File: config.mk
export PLATFORM = sky130hd
export DESIGN_NAME = fire_dispatch_mc
export DESIGN_NICKNAME = d
export VERILOG_FILES = /design/src/rtl/fire_dispatch_mc.sv
export SDC_FILE = /design/constraint.sdc
export NUM_CORES = 1
export LEC_CHECK = 0
export ABC_AREA = 1
export CORE_MARGIN = 1.5
export CORE_UTILIZATION = 60
export CTS_BUF_LIST = sky130_fd_sc_hd__clkbuf_2 sky130_fd_sc_hd__clkbuf_4 sky130_fd_sc_hd__clkbuf_8
export DETAILED_ROUTE_END_ITERATION = 10
export GPL_TIMING_DRIVEN = 0
export PLACE_DENSITY = 0.82
export REMOVE_ABC_BUFFERS = 1
export SLEW_MARGIN = 15
export SYNTH_ARGS = -nofsm -noshare
export SYNTH_HDL_FRONTEND = slang
export SYNTH_SLANG_ARGS = --single-unit
File: constraint.sdc
create_clock -name clk -period 7.05 [get_ports clk]
set_input_delay 1.41 -clock clk [delete_from_list [all_inputs] [get_ports clk]]
set_output_delay 1.41 -clock clk [all_outputs]
set_load 0.005 [all_outputs]
File: src/rtl/fire_dispatch_mc.sv
// Multi-lane fire dispatcher: queues synapse index ranges and splits
// them across per-lane iterators that issue one address per cycle.
module fire_dispatch_mc #(
    parameter int NUM_LANES   = 4,
    parameter int LANE_ADDR_W = 10,
    parameter int QUEUE_DEPTH = 4,
    localparam int IDX_W      = LANE_ADDR_W + $clog2(NUM_LANES)
) (
    input  logic                             clk,
    input  logic                             reset,
    input  logic                             enable,
    output logic                             step_done,
    input  logic [IDX_W-1:0]                 syn_start,
    input  logic [IDX_W-1:0]                 syn_end,
    input  logic                             syn_in_vld,
    output logic                             syn_in_rdy,
    output logic                             range_err,
    output logic [NUM_LANES-1:0]             syn_vld,
    output logic [NUM_LANES*LANE_ADDR_W-1:0] syn_addr,
    input  logic [NUM_LANES-1:0]             syn_rdy
);

    localparam int LANE_W = $clog2(NUM_LANES);
    localparam int PTR_W  = $clog2(QUEUE_DEPTH);
    localparam logic [PTR_W:0] DEPTH_C = (PTR_W+1)'(QUEUE_DEPTH);

    // Range queue storage and pointers
    logic [IDX_W-1:0] q_start [QUEUE_DEPTH];
    logic [IDX_W-1:0] q_end   [QUEUE_DEPTH];
    logic [PTR_W-1:0] wr_ptr;
    logic [PTR_W-1:0] rd_ptr;
    logic [PTR_W:0]   count;
    logic [PTR_W:0]   count_next;

    logic q_empty;
    logic q_full;
    logic push;
    logic pop;

    // Head-of-queue decode
    logic [IDX_W-1:0]  head_start;
    logic [IDX_W-1:0]  head_end;
    logic              malformed;
    logic [LANE_W-1:0] lane_lo;
    logic [LANE_W-1:0] lane_hi;
    logic              span_ok;

    // Lane iterator state
    logic [NUM_LANES-1:0]   active;
    logic [LANE_ADDR_W-1:0] cur  [NUM_LANES];
    logic [LANE_ADDR_W-1:0] last [NUM_LANES];

    // Per-lane combinational status
    logic [NUM_LANES-1:0]   xfer;
    logic [NUM_LANES-1:0]   done;
    logic [NUM_LANES-1:0]   adv;
    logic [NUM_LANES-1:0]   free;
    logic [NUM_LANES-1:0]   in_span;
    logic [NUM_LANES-1:0]   load;
    logic [NUM_LANES-1:0]   active_next;
    logic [LANE_ADDR_W-1:0] ld_cur  [NUM_LANES];
    logic [LANE_ADDR_W-1:0] ld_last [NUM_LANES];

    logic idle_next;

    assign q_empty    = (count == '0);
    assign q_full     = (count == DEPTH_C);
    assign syn_in_rdy = enable & ~reset & ~q_full;
    assign push       = syn_in_vld & syn_in_rdy;

    assign head_start = q_start[rd_ptr];
    assign head_end   = q_end[rd_ptr];
    assign malformed  = head_start > head_end;
    assign lane_lo    = head_start[IDX_W-1:LANE_ADDR_W];
    assign lane_hi    = head_end[IDX_W-1:LANE_ADDR_W];

    // Lane status, pop decision and reload values
    always_comb begin
        xfer        = '0;
        done        = '0;
        adv         = '0;
        free        = '0;
        in_span     = '0;
        load        = '0;
        active_next = '0;
        span_ok     = 1'b1;
        pop         = 1'b0;
        for (int k = 0; k < NUM_LANES; k++) begin
            ld_cur[k]  = '0;
            ld_last[k] = '1;
        end
        for (int k = 0; k < NUM_LANES; k++) begin
            xfer[k]    = syn_vld[k] & syn_rdy[k];
            done[k]    = xfer[k] & (cur[k] == last[k]);
            adv[k]     = xfer[k] & ~done[k];
            free[k]    = ~active[k] | done[k];
            in_span[k] = (LANE_W'(k) >= lane_lo) &&
                         (LANE_W'(k) <= lane_hi);
            if (in_span[k] && !free[k])
                span_ok = 1'b0;
        end
        pop = enable & ~q_empty & (malformed | span_ok);
        for (int k = 0; k < NUM_LANES; k++) begin
            load[k] = pop & ~malformed & in_span[k];
            // First touched lane starts mid-lane; last touched ends mid-lane
            if (LANE_W'(k) == lane_lo)
                ld_cur[k] = head_start[LANE_ADDR_W-1:0];
            if (LANE_W'(k) == lane_hi)
                ld_last[k] = head_end[LANE_ADDR_W-1:0];
            active_next[k] = load[k] | (active[k] & ~done[k]);
        end
    end

    assign count_next = count
                      + (PTR_W+1)'(push)
                      - (PTR_W+1)'(pop);
    assign idle_next  = (count_next == '0) &&
                        (active_next == '0) && !push;

    // Queue storage write; contents need no reset
    always_ff @(posedge clk) begin
        if (push) begin
            q_start[wr_ptr] <= syn_start;
            q_end[wr_ptr]   <= syn_end;
        end
    end

    // Queue pointers and occupancy
    always_ff @(posedge clk) begin
        if (reset) begin
            wr_ptr <= '0;
            rd_ptr <= '0;
            count  <= '0;
        end else begin
            if (push)
                wr_ptr <= wr_ptr + 1'b1;
            if (pop)
                rd_ptr <= rd_ptr + 1'b1;
            count <= count_next;
        end
    end

    // Lane iterators: reload on pop, step on accepted transfer
    always_ff @(posedge clk) begin
        if (reset) begin
            active <= '0;
            for (int k = 0; k < NUM_LANES; k++) begin
                cur[k]  <= '0;
                last[k] <= '0;
            end
        end else begin
            active <= active_next;
            for (int k = 0; k < NUM_LANES; k++) begin
                if (load[k]) begin
                    cur[k]  <= ld_cur[k];
                    last[k] <= ld_last[k];
                end else if (adv[k]) begin
                    cur[k] <= cur[k] + 1'b1;
                end
            end
        end
    end

    // Status flags: malformed-drop pulse and registered idle indication
    always_ff @(posedge clk) begin
        if (reset) begin
            range_err <= 1'b0;
            step_done <= 1'b1;
        end else begin
            range_err <= pop & malformed;
            if (enable)
                step_done <= idle_next;
        end
    end

    // Lane outputs; valid is gated by the step enable
    always_comb begin
        syn_vld  = active & {NUM_LANES{enable}};
        syn_addr = '0;
        for (int k = 0; k < NUM_LANES; k++)
            syn_addr[k*LANE_ADDR_W +: LANE_ADDR_W] = cur[k];
    end

endmodule

== Word-level counts from Yosys, hierarchy flattened ==
Memory sizes are Yosys's and may differ from the RTL's. A register that Yosys moved wholly into a read port is not among the register bits.
Index checks and enable logic that the tools add are counted.
W data, S select, Z words.

* Multiplexer cells: 60
* Eq/ne operators: 11
* Bitwise gates (word level): 61
* Add/sub/neg operators: 8
* Reductions and logical operators: 20
* $lt $le $gt $ge: 9

{| class="wikitable"
|+ Operators by type and width
! kind !! count
|-
| $mux W10 || 20
|-
| $add A10 B1 Y10 const B || 4
|-
| $eq A10 B10 Y1 || 4
|-
| $mux W1 || 36
|-
| $and A1 B1 Y1 || 27
|-
| $or A1 B1 Y1 || 21
|-
| $gt A12 B12 Y1 || 1
|-
| $not A1 Y1 || 12
|-
| $logic_and A1 B1 Y1 || 10
|-
| $eq A2 B2 Y1 const A || 4
|-
| $mux W2 || 4
|-
| $logic_not A3 Y1 || 2
|-
| $logic_not A1 Y1 || 5
|-
| $add A2 B1 Y2 const B || 2
|-
| $and A4 B4 Y4 || 1
|-
| $eq A1 B2 Y1 const A || 2
|-
| $ge A1 B2 Y1 const A || 2
|-
| $ge A2 B2 Y1 const A || 2
|-
| $le A1 B2 Y1 const A || 2
|-
| $le A2 B2 Y1 const A || 2
|-
| $logic_not A2 Y1 || 2
|-
| $logic_not A4 Y1 || 1
|-
| $add A3 B1 Y3 || 1
|-
| $eq A3 B3 Y1 const B || 1
|-
| $sub A3 B1 Y3 || 1
|}

* RAM bits: 176
* Memories kept: 4
* Output and inout bits: 47
* Bits of input ports: 32
* Register bits: 13
* Word-level logic and storage cells: 179

{| class="wikitable"
|+ Memories
! name !! words !! width !! read ports !! clocked after memory_dff !! wr ports !! line !! text
|-
| q_end || 4 || 12 || 1 || 1 || 1 || 29 || <nowiki>logic [IDX_W-1:0] q_end [QUEUE_DEPTH];</nowiki>
|-
| q_start || 4 || 12 || 1 || 1 || 1 || 28 || <nowiki>logic [IDX_W-1:0] q_start [QUEUE_DEPTH];</nowiki>
|-
| cur || 4 || 10 || 4 || 0 || 4 || 50 || <nowiki>logic [LANE_ADDR_W-1:0] cur [NUM_LANES];</nowiki>
|-
| last || 4 || 10 || 4 || 0 || 4 || 51 || <nowiki>logic [LANE_ADDR_W-1:0] last [NUM_LANES];</nowiki>
|}

== Depth between registers and ports, before layout ==
Gate-level depths: netlist of run 1.

* Depth after elaboration: 19
* Mapped depth: 27

== Worst setup path before layout of run 1 ==
No wires, ideal clock.

* Path kind: register to register
* Start: register (tool-made name)
* End: register step_done
* Stages on the path, launching flop included: 27
* Buffers on the path: 2
* Clock period less this slack: 3,850 ps
* Data arrival time: 3,735 ps
* Path slack: 3,200 ps
* Cell sequence: dfxtp_1 > inv_2 > buf_2 > buf_1 > a21oi_1 > a32oi_1 > inv_1 > ha_1 > a21oi_1 > nor2_1 > a211oi_1 > o211ai_1 > nand2_1 > o21ai_0 > nand2_1 > inv_1 > nand2_1 > nand2_1 > ha_1 > fa_1 > xnor2_1 > xor2_1 > inv_1 > nand3_1 > nor2_1 > nand3_1 > nand2_1

{| class="wikitable"
|+ RTL lines
! item !! line !! text
|-
| to (signal assigned) || 172 || <nowiki>step_done <= idle_next;</nowiki>
|-
| to (decl) || 12 || <nowiki>output logic step_done,</nowiki>
|}

==> results by group, run 1 <==
STA
  – Slew margin rel.: around a quarter
  – Final max-slew violation count: 0
  – Skew final: ~0.014 ns
  – Final setup fails: 0
  – RSZ-0062 raised after global routing: no
  – Slew @ Worst Pin: between 1 and 1.5 ns
  – Crit path time final: 5.09 ns
  – Setup TNS: 0 ns
  – Final period util: approximately 72%
  – Endpoints failing hold: 0
  – Max Fclk: between 150 and 200 MHz

Floorplan
  – Core Area: between 15000 and 20000 um2
  – Core Rows: 45
  – # IOs: a little under 80
  – Die height: ~130 um
  – Die Width: around 130 um
  – Die area: 16300 um2
  – Initial Utilization: about three fifths

Critical path
  – Crit path DAT: 5.53 ns
  – R2R Path End: step_done$_SDFFE_PP1P_
  – Critical path class: register to register
  – Req. time, crit path: approximately 7.5 ns
  – Worst setup EP type: register
  – Crit start category: register
  – Most frequent CP cell: nand2_1
  – Crit-path max cell delay: approximately 0.88 ns
  – Worst R2R Path Depth: 23
  – Worst-path cell chain: buf_12 -> inv_2 -> o21ai_0 -> o22ai_1 -> ha_1 -> a21oi_1 -> o21a_1 -> o211ai_1 -> nand2_1 -> o21ai_0 -> nand2_1 -> inv_1 -> nand2_1 -> nand2_1 -> ha_1 -> fa_1 -> xnor2_1 -> xor2_1 -> inv_1 -> nand3_1 -> nor2_1 -> nand3_1 -> nand2_1
  – R2r setup slk: about 2.0 ns
  – Crit-path slowest cell: o22ai_1
  – CP Max Fanout: 47

CTS
  – H-tree Lvls: 4
  – Clock Latency Late Sink: around 0.5 ns
  – Clock Sinks: about 190
  – Resized Gates After CTS: 0
  – Root Driver: clkbuf_8
  – Maximum clock path buffer count: 2
  – TritonCTS Buffers: 17
  – Clk slew on worst S/H paths: ~0.10 ns
  – TritonCTS clock tree: yes
  – Post-CTS setup buffers: 0
  – CTS Hold Bufs: 0

Synth
  – Post-synth EDFFs: 176
  – Ys flop type: edfxtp_1
  – Count of cell types in the netlist: 39
  – Post-Syn Instances: slightly above 900
  – Syn Area/Cell: between 10 and 15 um2
  – #FFs+latches synth: 191
  – Asr flop ratio synth: 0%
  – Post-synthesis cell area: between 9000 and 10000 um2
  – Sequential cell area fraction in the yosys report: between 50% and 60%
  – Yosys Warn Count: 0

Routing
  – WL final: approximately 21 mm
  – ANT nets after route: 0
  – WL/cell: ~18 um
  – Initial DRT Pass Iterations: 5
  – Drt via density: ~5.9
  – Initial DRC count: slightly above 700
  – Vias: slightly above 7000
  – DRC: 0

Placement
  – Post-DP HPWL: about 14 mm
  – GPL Wtd Cong: slightly below 0.9
  – DP Cell Count: between 1000 and 1500
  – PortBufs: 78

Power and ir drop
  – Power per cell area: slightly below 300 nW/um2
  – Switching Power: approximately 1.2 mW
  – Sequential share of power: between 40% and 50%
  – Internal: 1.99 mW
  – Peak supply drop: roughly 0.00021 V
  – Sw frac: between 30% and 40%
  – LEAKAGE: about 4.1 nW
  – Combinational Power Share: about a third
  – Clk pwr share: a little under a quarter

GRT
  – Vias in the first global route: around 6700
  – First-pass GRT wire length: 33.8 mm
  – GR Util All Layers: between 20% and 30%
  – Initial antenna violation count: 0
  – Total grt overflow: 0
  – Pin count of the biggest net entering global routing: between 40 and 50

Min path
  – Hold endpoint: rd_ptr[1]$_SDFFE_PP0P_
  – Hold Startpoint: rd_ptr[1]$_SDFFE_PP0P_
  – Hold-critical path depth: 2
  – HP Class: register to register

Outcome
  – Outcome: completed

Finish
  – Fin cells: about 1200
  – Layout Nets: approximately 1100
  – Share of cells above drive strength 1: under 10%
  – Commonest non-fill, non-tap cell in the layout: nand2_1
  – Most frequent cells in the layout: nand2_1 (205), edfxtp_1 (176), nor2_1 (98)
  – Layout area overhead: 14.7%
  – Antenna cells: 0

Run
  – Max-cap viol count: 0
[kinds of logic after synthesis]
kind of cell    synth area share (%)
flops                           59.9
compound gates                  8.19
simple gates                    19.1
fa+ha+maj                       3.03
xor+xnor                        4.32
buf+inv                         5.41
[per-layer routing]
layer / vias up / share of wire (%) / GRT usage, %
met5: - / 0 / 0
met4: 0 / 3.8 / 12.0
met3: 67 / 8.9 / 6.24
met2: 358 / 48 / 45.9
met1: 3305 / 39 / 35.2
li1: 3316 / - / -
[how the worst max path moves through the flow]
stage	cells past startpoint	from	slack (ns)	end
floorplan	25	register	2.22	step_done$_SDFFE_PP1P_
detailed placement	24	register	1.97	step_done$_SDFFE_PP1P_
global placement	25	register	0.86	step_done$_SDFFE_PP1P_
CTS	24	register	1.94	step_done$_SDFFE_PP1P_
global route	26	register	1.54	step_done$_SDFFE_PP1P_
finish	23	register	1.96	step_done$_SDFFE_PP1P_
[registers in the layout, indices dropped and copies added (netlist names), named ones only]
name,flops
range_err,1
last,40
cur,40
count,3
wr_ptr,2
active,4
q_end,48
rd_ptr,2
q_start,48
step_done,1
[Yosys cell counts (2+ instances only)]
library cell / number / share of area (%)
a211oi_1: 2 / 0.16
a32oi_1: 16 / 1.5
nand3_1: 67 / 3.6
buf_2: 4 / 0.21
nor2_2: 3 / 0.20
a21oi_1: 53 / 2.8
nor2_1: 102 / 4.1
inv_1: 90 / 3.6
o22ai_1: 18 / 1.2
o21ai_2: 2 / 0.19
edfxtp_1: 176 / 57
nand4_1: 11 / 0.74
o21ai_1: 2 / 0.11
buf_1: 3 / 0.12
buf_4: 2 / 0.16
nand2_2: 4 / 0.27
nand3_2: 2 / 0.21
o211ai_1: 2 / 0.16
nor2_4: 2 / 0.24
clkbuf_1: 17 / 0.68
nor3_1: 10 / 0.54
ha_1: 21 / 2.8
dfxtp_1: 15 / 3.2
o21ai_0: 17 / 0.91
buf_6: 2 / 0.24
or2_2: 7 / 0.47
o22ai_2: 7 / 0.94
xor2_1: 28 / 2.6
inv_2: 8 / 0.32
nand2_1: 205 / 8.3
xnor2_1: 18 / 1.7
nand4_2: 2 / 0.27
[final cells by class]
cell class / count / area [um2]
Clock buffer: 18 / 241
Tap cell: 188 / 235
Fill cell: 1123 / 4510
Timing Repair Buffer: 80 / 821
Inverter: 99 / 372
Clock inverter: 14 / 171
Multi-Input combinational cell: 607 / 3260
Sequential cell: 191 / 5590
[critical path: cells and delay by family (launching register included)]
kind / cells / cell delay [ns]
flip-flops: 1 / 0.37
AND/OR/NAND/NOR: 8 / 0.92
AO/OA/AOI/OAI: 6 / 1.51
adder cells (fa/ha/maj): 3 / 0.97
buffers and inverters: 4 / 0.94
XOR/XNOR: 2 / 0.28
[stage by stage]
step / hold slack [ns] / total power [mW] / setup WS [ns] / util, % / area, um2
5_1_grt: 0.517 / 3.34 / 1.54 / 70.3 / 10700
6_report: 0.484 / 3.17 / 1.96 / 70.3 / 10700
3_5_place_dp: 0.467 / 2.44 / 1.97 / 67.6 / 10300
4_1_cts: 0.487 / 3.16 / 1.94 / 70.3 / 10700
3_3_place_gp: 0.455 / 2.40 / 0.857 / 67.1 / 10200
2_1_floorplan: 0.444 / 2.07 / 2.22 / - / 9190
[power groups by stage]
stage                     registers (mW)  clock network (mW)  logic [mW]
after floorplan                     1.45                   0       0.614
after global placement              1.48                   0       0.918
after detailed placement            1.46                   0       0.984
after CTS                           1.43               0.736       0.991
after global routing                1.45               0.786        1.11
final                               1.43               0.734        1.00
(Power assumes the default switching activity.)
==> run 2: changes to the inputs <==
==> constraint.sdc (replaced) <==
create_clock -name clk -period 4.9 [get_ports clk]
set_input_delay 0.98 -clock clk [delete_from_list [all_inputs] [get_ports clk]]
set_output_delay 0.98 -clock clk [all_outputs]
set_load 0.005 [all_outputs]
==> run 2 against run 1 <==
  * Non-clock buffer count is 1 higher
  * Critical path type unchanged
  * Sequential share of layout area shrank 0.48 points
  * Fmax grew 9.1%
  * Via count hardly changed
  * Sequential cell count did not move
  * Total power increased by 46%
  * Setup slack lost 1.7 ns
  * Largest power group unchanged
  * Wire length grew 1.7%
  * Critical endpoint unchanged
==> results by group, run 2 (synthesis gave the netlist of run 1 again) <==
Power and ir drop
  – Power per cell area: about 430 nW/um2
  – Peak supply drop: roughly 0.00032 V
  – LEAKAGE: between 4 and 5 nW

STA
  – Slew margin rel.: between 30% and 40%
  – Max Fclk: 214 MHz
  – Final setup fails: 0
  – Skew final: about 0.017 ns
  – Endpoints failing hold: 0
  – Crit path time final: 4.67 ns
  – Final Worst Setup Slack: around 0.23 ns
  – Final period util: a little over nine tenths
  – Final max-slew violation count: 0
  – Slew @ Worst Pin: 0.962 ns

Finish
  – Register Area: 5590 um2
  – Multi-input logic area: ~3300 um2
  – Layout area overhead: 15.8%
  – Layout Nets: 1051
  – Share of cells above drive strength 1: a little under a tenth
  – Most frequent cells in the layout: nand2_1 (204), edfxtp_1 (176), nor2_1 (98)
  – Commonest non-fill, non-tap cell in the layout: nand2_1
  – Largest regs: q_end x48, q_start x48
  – Final instance area: 10800 um2
  – Antenna cells: 0
  – FILL cells: 1115

GRT
  – Met2 GRT Util: 45.8%
  – Vias in the first global route: roughly 6700
  – Initial antenna violation count: 0
  – Gr busiest metal: met2
  – First-pass GRT wire length: approximately 34 mm
  – GR Util All Layers: 27.6%
  – Met1 usage: between 30% and 40%
  – Total grt overflow: 0
  – Pin count of the biggest net entering global routing: between 40 and 50
  – M3 GR Usage: a little over 6%

Routing
  – ANT nets after route: 0
  – Drt via density: slightly below 6
  – Initial DRT Pass Iterations: 6
  – Vias: slightly above 7000
  – WL/cell: 18.0 um
  – Initial DRC count: 686
  – DRC: 0
  – WL final: 21.6 mm

Placement
  – Post-DP HPWL: around 14 mm
  – PortBufs: slightly below 80
  – GPL Wtd Cong: 0.888
  – Placed instance area: around 10000 um2
  – Place WS: -0.184 ns

Critical path
  – Critical path class: register to register
  – CP Max Fanout: 47
  – Worst setup EP type: register
  – Crit-path leading delay family: simple AND/OR/NAND/NOR gates
  – CP bufs+invs: 4
  – Most frequent CP cell: nand2_1
  – Crit-path slowest cell: a32oi_1
  – Req. time, crit path: between 5 and 6 ns
  – Crit path DAT: a little over 5 ns
  – Worst-path cell chain: buf_12 -> inv_6 -> nand2_1 -> a32oi_1 -> inv_1 -> ha_1 -> nand4_1 -> nor2_1 -> nand2_1 -> o211ai_1 -> nand2_1 -> o21ai_0 -> nand2_1 -> inv_1 -> nand2_1 -> nand2_1 -> ha_1 -> fa_1 -> nor3_1 -> nand3_1 -> nor2_1 -> nand3_1 -> nand2_1
  – Crit-path max cell delay: roughly 0.56 ns
  – Crit start category: register

Min path
  – Hold Startpoint: rd_ptr[1]$_SDFFE_PP0P_
  – HP Class: register to register

Run
  – Max-cap viol count: 0

CTS
  – Root Driver: clkbuf_8
  – Clock Sinks: around 190
  – H-tree Lvls: 4
  – TritonCTS clock tree: yes
  – CTS Hold Bufs: 0
  – Clk slew on worst S/H paths: roughly 0.1 ns
  – TritonCTS Buffers: 17
  – Maximum clock path buffer count: 2
  – Clock Latency Late Sink: roughly 0.5 ns

Floorplan
  – Die Width: between 100 and 150 um
  – Core Rows: between 40 and 50
  – Die area: approximately 16000 um2
  – # IOs: 79
  – Die height: roughly 130 um
  – Initial Utilization: 61.3%
  – Core Area: 15200 um2

Outcome
  – Outcome: completed
[run 2: cell count changes in the layout (fill, tap and decap cells not counted), sizes merged]
cell | previous run | this run
buf | 2 | 3
clkinvlp | 0 | 1
inv | 106 | 105
[run 2: worst paths after layout]
kind / end / slack [ns] / depth (start not counted)
min reg2reg: register / 0.48 / 2
max: step_done$_SDFFE_PP1P_ / 0.23 / 23
min: register / 0.48 / 2
max reg2reg: step_done$_SDFFE_PP1P_ / 0.23 / 23
[run 2: area by class of cell]
class | count | share of cell area [%]
clock buffers | 18 | 2.24
clock inverters | 14 | 1.59
inverters | 99 | 3.55
multi-input cells | 607 | 31.0
flip-flops and latches | 191 | 51.8
well taps | 188 | 2.18
repair buffers | 81 | 7.68
[run 2: timing repair]
item                                    4_1_cts  5_1_grt
endpoints found under the setup margin        1        2
resized for setup                             3       14
buffers inserted                              0        1
cloned                                        0        0
[run 2: power by group]
part,switching [mW],internal (mW)
sequential,0.116,1.95
clock,0.619,0.438
combinational,1.00,0.498
total,1.74,2.88
[run 2: worst reg2reg max path: stages (launching register included)]
cell      delay (ns)
dfxtp_2         0.37
buf_12          0.18
inv_6           0.33
nand2_1         0.12
a32oi_1         0.56
inv_1           0.22
ha_1            0.33
nand4_1         0.09
nor2_1          0.18
nand2_1         0.09
o211ai_1        0.11
nand2_1         0.20
o21ai_0         0.12
nand2_1         0.10
inv_1           0.16
nand2_1         0.12
nand2_1         0.11
ha_1            0.15
fa_1            0.43
nor3_1          0.19
nand3_1         0.09
nor2_1          0.16
nand3_1         0.12
nand2_1         0.07
[run 2: stage by stage]
step	hold slack, ns	TNS, ns	std cells	utilization [%]	power, mW
final	0.481	0	1198	71.0	4.62
after global routing	0.512	-0.00162	1198	71.0	4.86
after CTS	0.487	0	1197	70.4	4.55
after detailed placement	0.467	-0.184	1165	67.6	3.51
after global placement	0.455	-78.87	1163	67.1	3.45
after floorplan	0.444	0	897	-	2.97
[run 2: layer usage]
metal | vias up | part of all wire (%)
met3 | 59 | 8.4
met4 | 0 | 3.5
li1 | 3319 | -
met5 | - | 0
met2 | 321 | 49
met1 | 3346 | 39
==> run 3: changes to the inputs <==
--- a/config.mk
+++ b/config.mk
@@ -5,13 +5,12 @@
 export SDC_FILE = /design/constraint.sdc
 export NUM_CORES = 1
 export LEC_CHECK = 0
-export ABC_AREA = 1
 export CORE_MARGIN = 1.5
-export CORE_UTILIZATION = 60
+export CORE_UTILIZATION = 54
 export CTS_BUF_LIST = sky130_fd_sc_hd__clkbuf_2 sky130_fd_sc_hd__clkbuf_4 sky130_fd_sc_hd__clkbuf_8
 export DETAILED_ROUTE_END_ITERATION = 10
 export GPL_TIMING_DRIVEN = 0
-export PLACE_DENSITY = 0.82
+export PLACE_DENSITY = 0.78
 export REMOVE_ABC_BUFFERS = 1
 export SLEW_MARGIN = 15
 export SYNTH_ARGS = -nofsm -noshare
==> constraint.sdc (replaced) <==
create_clock -name clk -period 4 [get_ports clk]
set_input_delay 1.2 -clock clk [delete_from_list [all_inputs] [get_ports clk]]
set_output_delay 1.2 -clock clk [all_outputs]
set_load 0.005 [all_outputs]
==> run 3 against run 2 <==
  * The run now ends with negative setup slack left
  * Final cell count is 15% lower
  * Register-to-register slack got worse by 0.31 ns
  * Die area is 5.1% higher
  * Total power rose by 27%
  * Sequential cell count is the same
  * Cell area is 3.0% higher
  * Synthesized cell count is 27% lower
  * Sequential power increased by 24%
  * Global-route usage is essentially flat
  * Largest cell class unchanged
  * First-iteration DRC count down 0.58%
==> results by group, run 3 <==
Finish
  – Antenna cells: 0
  – Fin cells: just over 1000
  – Share of cells above drive strength 1: 21.2%
  – FILL cells: roughly 1100
  – Most frequent cells in the layout: edfxtp_1 (176), clkdlybuf4s50_1 (76), xor2_1 (51)
  – Layout area overhead: 25.9%
  – Largest regs: q_end x48, q_start x48
  – Commonest non-fill, non-tap cell in the layout: edfxtp_1
  – Final instance area: about 11000 um2
  – Core Util, Final: roughly 70%
  – Layout Nets: 850

Critical path
  – Critical path class: register to register
  – CP Max Fanout: 8
  – Worst-path cell chain: buf_12 -> buf_4 -> mux2_4 -> o21ai_4 -> inv_2 -> ha_4 -> a21oi_1 -> o21a_1 -> o21ba_2 -> a31oi_4 -> a41oi_4 -> or3_4 -> nand2_4 -> ha_4 -> fa_2 -> nor2_2 -> nand3_1 -> nor2_2 -> nand3_1 -> o21ai_1
  – Crit-path max cell delay: 0.45 ns
  – CP bufs+invs: 3
  – Crit-path slowest cell: dfxtp_4
  – Req. time, crit path: roughly 4.4 ns
  – Crit-path leading delay family: compound AO/OA/AOI/OAI gates
  – Crit start category: register
  – Crit path DAT: about 4.5 ns
  – Worst setup EP type: register

STA
  – Final max-slew violation count: 0
  – Crit path time final: roughly 4.1 ns
  – Slew @ Worst Pin: 0.767 ns
  – Slew margin rel.: 48.5%
  – Max Fclk: 245 MHz
  – RSZ-0062 raised after global routing: yes
  – Skew final: ~0.017 ns
  – Final Worst Setup Slack: -0.0749 ns
  – Endpoints failing hold: 0
  – Final setup fails: 2
  – Final period util: 102%

Synth
  – #FFs+latches synth: between 150 and 200
  – Post-Syn Instances: 672
  – Count of cell types in the netlist: slightly above 50
  – Synth area leaders: edfxtp_1 (60%), xor2_1 (5.1%), dfxtp_1 (3.4%)
  – Post-synthesis cell area: between 8000 and 9000 um2
  – Synth area leader: edfxtp_1
  – Count leader, synth: edfxtp_1
  – Post-synth top area share: about three fifths
  – Ys flop type: edfxtp_1
  – Syn Area/Cell: about 13 um2
  – Yosys Warn Count: 0
  – Sequential cell area fraction in the yosys report: approximately 63%
  – Asr flop ratio synth: 0%
  – Most frequent cells after synthesis: edfxtp_1 (176), xor2_1 (51), nand2_1 (42)
  – Post-synth EDFFs: around 180

CTS
  – TritonCTS clock tree: yes
  – TritonCTS Buffers: 17
  – Clock Latency Late Sink: 0.48 ns
  – Maximum clock path buffer count: 2
  – Root Driver: clkbuf_8
  – CTS Hold Bufs: 0
  – Clock Sinks: roughly 190
  – Clk slew on worst S/H paths: 0.09 ns
  – H-tree Lvls: 4

Routing
  – ANT nets after route: 0
  – DR WL met2: between 10 and 15 mm
  – Met3 Wirelength: about 1.7 mm
  – Drt via density: slightly above 6
  – WL final: approximately 23 mm
  – Vias: ~6300
  – DRC: 0
  – Highest Signal Layer: met4
  – Initial DRC count: slightly below 700
  – Initial DRT Pass Iterations: 5
  – WL met1: 9.17 mm
  – WL/cell: 22.1 um

Power and ir drop
  – LEAKAGE: just under 4 nW
  – Power per cell area: ~530 nW/um2
  – Peak supply drop: ~0.00029 V
  – Switching Power: roughly 2 mW
  – Sw frac: between 30% and 40%
  – Clk pwr share: 20.6%
  – Sequential share of power: between 40% and 50%
  – Combinational Power Share: 35.7%
  – Internal: just under 4 mW

Outcome
  – Outcome: finished with violations
  – Failing checks: negative setup slack

GRT
  – Pin count of the biggest net entering global routing: 30
  – GR Util All Layers: 27.6%
  – Total grt overflow: 0
  – Vias in the first global route: a little over 6000
  – First-pass GRT wire length: approximately 34 mm
  – Initial antenna violation count: 0

Floorplan
  – Die height: ~130 um
  – # IOs: just under 80
  – Die Width: ~130 um
  – Die area: between 15000 and 20000 um2
  – Core Rows: between 40 and 50
  – Core Area: approximately 16000 um2
  – Initial Utilization: 55.4%

Placement
  – DP Cell Count: around 940
  – PortBufs: a little under 80
  – Place WS: -1.43 ns
  – GPL Wtd Cong: ~0.92
  – Placed instance area: 9810 um2
  – Post-DP HPWL: approximately 14 mm

Min path
  – HP Class: register to register

Run
  – Max-cap viol count: 0
==> run 3: cell types whose count changed after synthesis, sizes merged, moves of 16 or more <==
cell   before  now
mux2        0   20
nand2     209   42
nand3      69   25
a32oi      16    0
xor2       28   51
mux2i       0   20
nor2      107   36
inv        98   23
==> run 3: power groups by stage <==
stage	Clock, mW	Sequential [mW]	Combinational (mW)
after floorplan	0	2.59	0.765
after global placement	0	2.64	1.22
after detailed placement	0	2.59	1.35
after CTS	1.20	2.55	1.89
after global routing	1.29	2.58	2.21
final	1.21	2.56	2.09
==> run 3: final timing paths <==
check / from / endpoint / slack, ns / cells after the start
max: register / step_done$_SDFFE_PP1P_ / -0.07 / 20
min: rd_ptr[1]$_SDFFE_PP0P_ / register / 0.52 / 2
max reg2reg: register / step_done$_SDFFE_PP1P_ / -0.07 / 20
min reg2reg: rd_ptr[1]$_SDFFE_PP0P_ / register / 0.52 / 2
==> run 3: cells by family after synthesis <==
family,count (synthesis),synth area share [%]
multiplexers,44,5.84
buffers and inverters,49,2.35
flip-flops,191,63.3
AO/OA/AOI/OAI,136,9.28
XOR/XNOR,75,7.44
AND/OR/NAND/NOR,154,8.50
adder cells (fa/ha/maj),23,3.32
==> run 3: repair_timing <==
item,4_1_cts,5_1_grt
gates resized for setup,85,18
endpoints found under the setup margin,172,15
setup buffers,32,14
pin swaps,22,20
cloned,4,0
==> run 3: worst register-to-register path, cell delays in order, from the launching register on <==
cell	delay [ns]
dfxtp_4	0.45
buf_12	0.17
buf_4	0.12
mux2_4	0.30
o21ai_4	0.24
inv_2	0.09
ha_4	0.27
a21oi_1	0.07
o21a_1	0.19
o21ba_2	0.23
a31oi_4	0.19
a41oi_4	0.07
or3_4	0.40
nand2_4	0.09
ha_4	0.13
fa_2	0.45
nor2_2	0.10
nand3_1	0.09
nor2_2	0.12
nand3_1	0.09
o21ai_1	0.14
==> run 3: metal layers <==
layer | vias to the layer above | GRT usage [%]
met5 | - | 0
li1 | 2769 | -
met4 | 0 | 13.6
met2 | 297 | 44.2
met3 | 72 | 6.03
met1 | 3122 | 35.9
==> run 3: layout make-up <==
cell class / count / area (um2) / area share [%]
clock buffer: 18 / 241 / 2.17
clock inverter: 13 / 121 / 1.09
inverter: 24 / 90.1 / 0.811
multi-input combinational: 432 / 3470 / 31.3
sequential: 191 / 5590 / 50.3
tap: 216 / 270 / 2.43
timing repair buffer: 130 / 1320 / 11.9
==> run 3: metrics by stage <==
stage / hold slack [ns] / power, mW / setup TNS [ns]
6_report: 0.516 / 5.86 / -0.0764
3_5_place_dp: 0.504 / 3.94 / -96.77
4_1_cts: 0.514 / 5.64 / -0.105
2_1_floorplan: 0.456 / 3.35 / -28.67
5_1_grt: 0.537 / 6.08 / -0.799
3_3_place_gp: 0.490 / 3.85 / -302.22
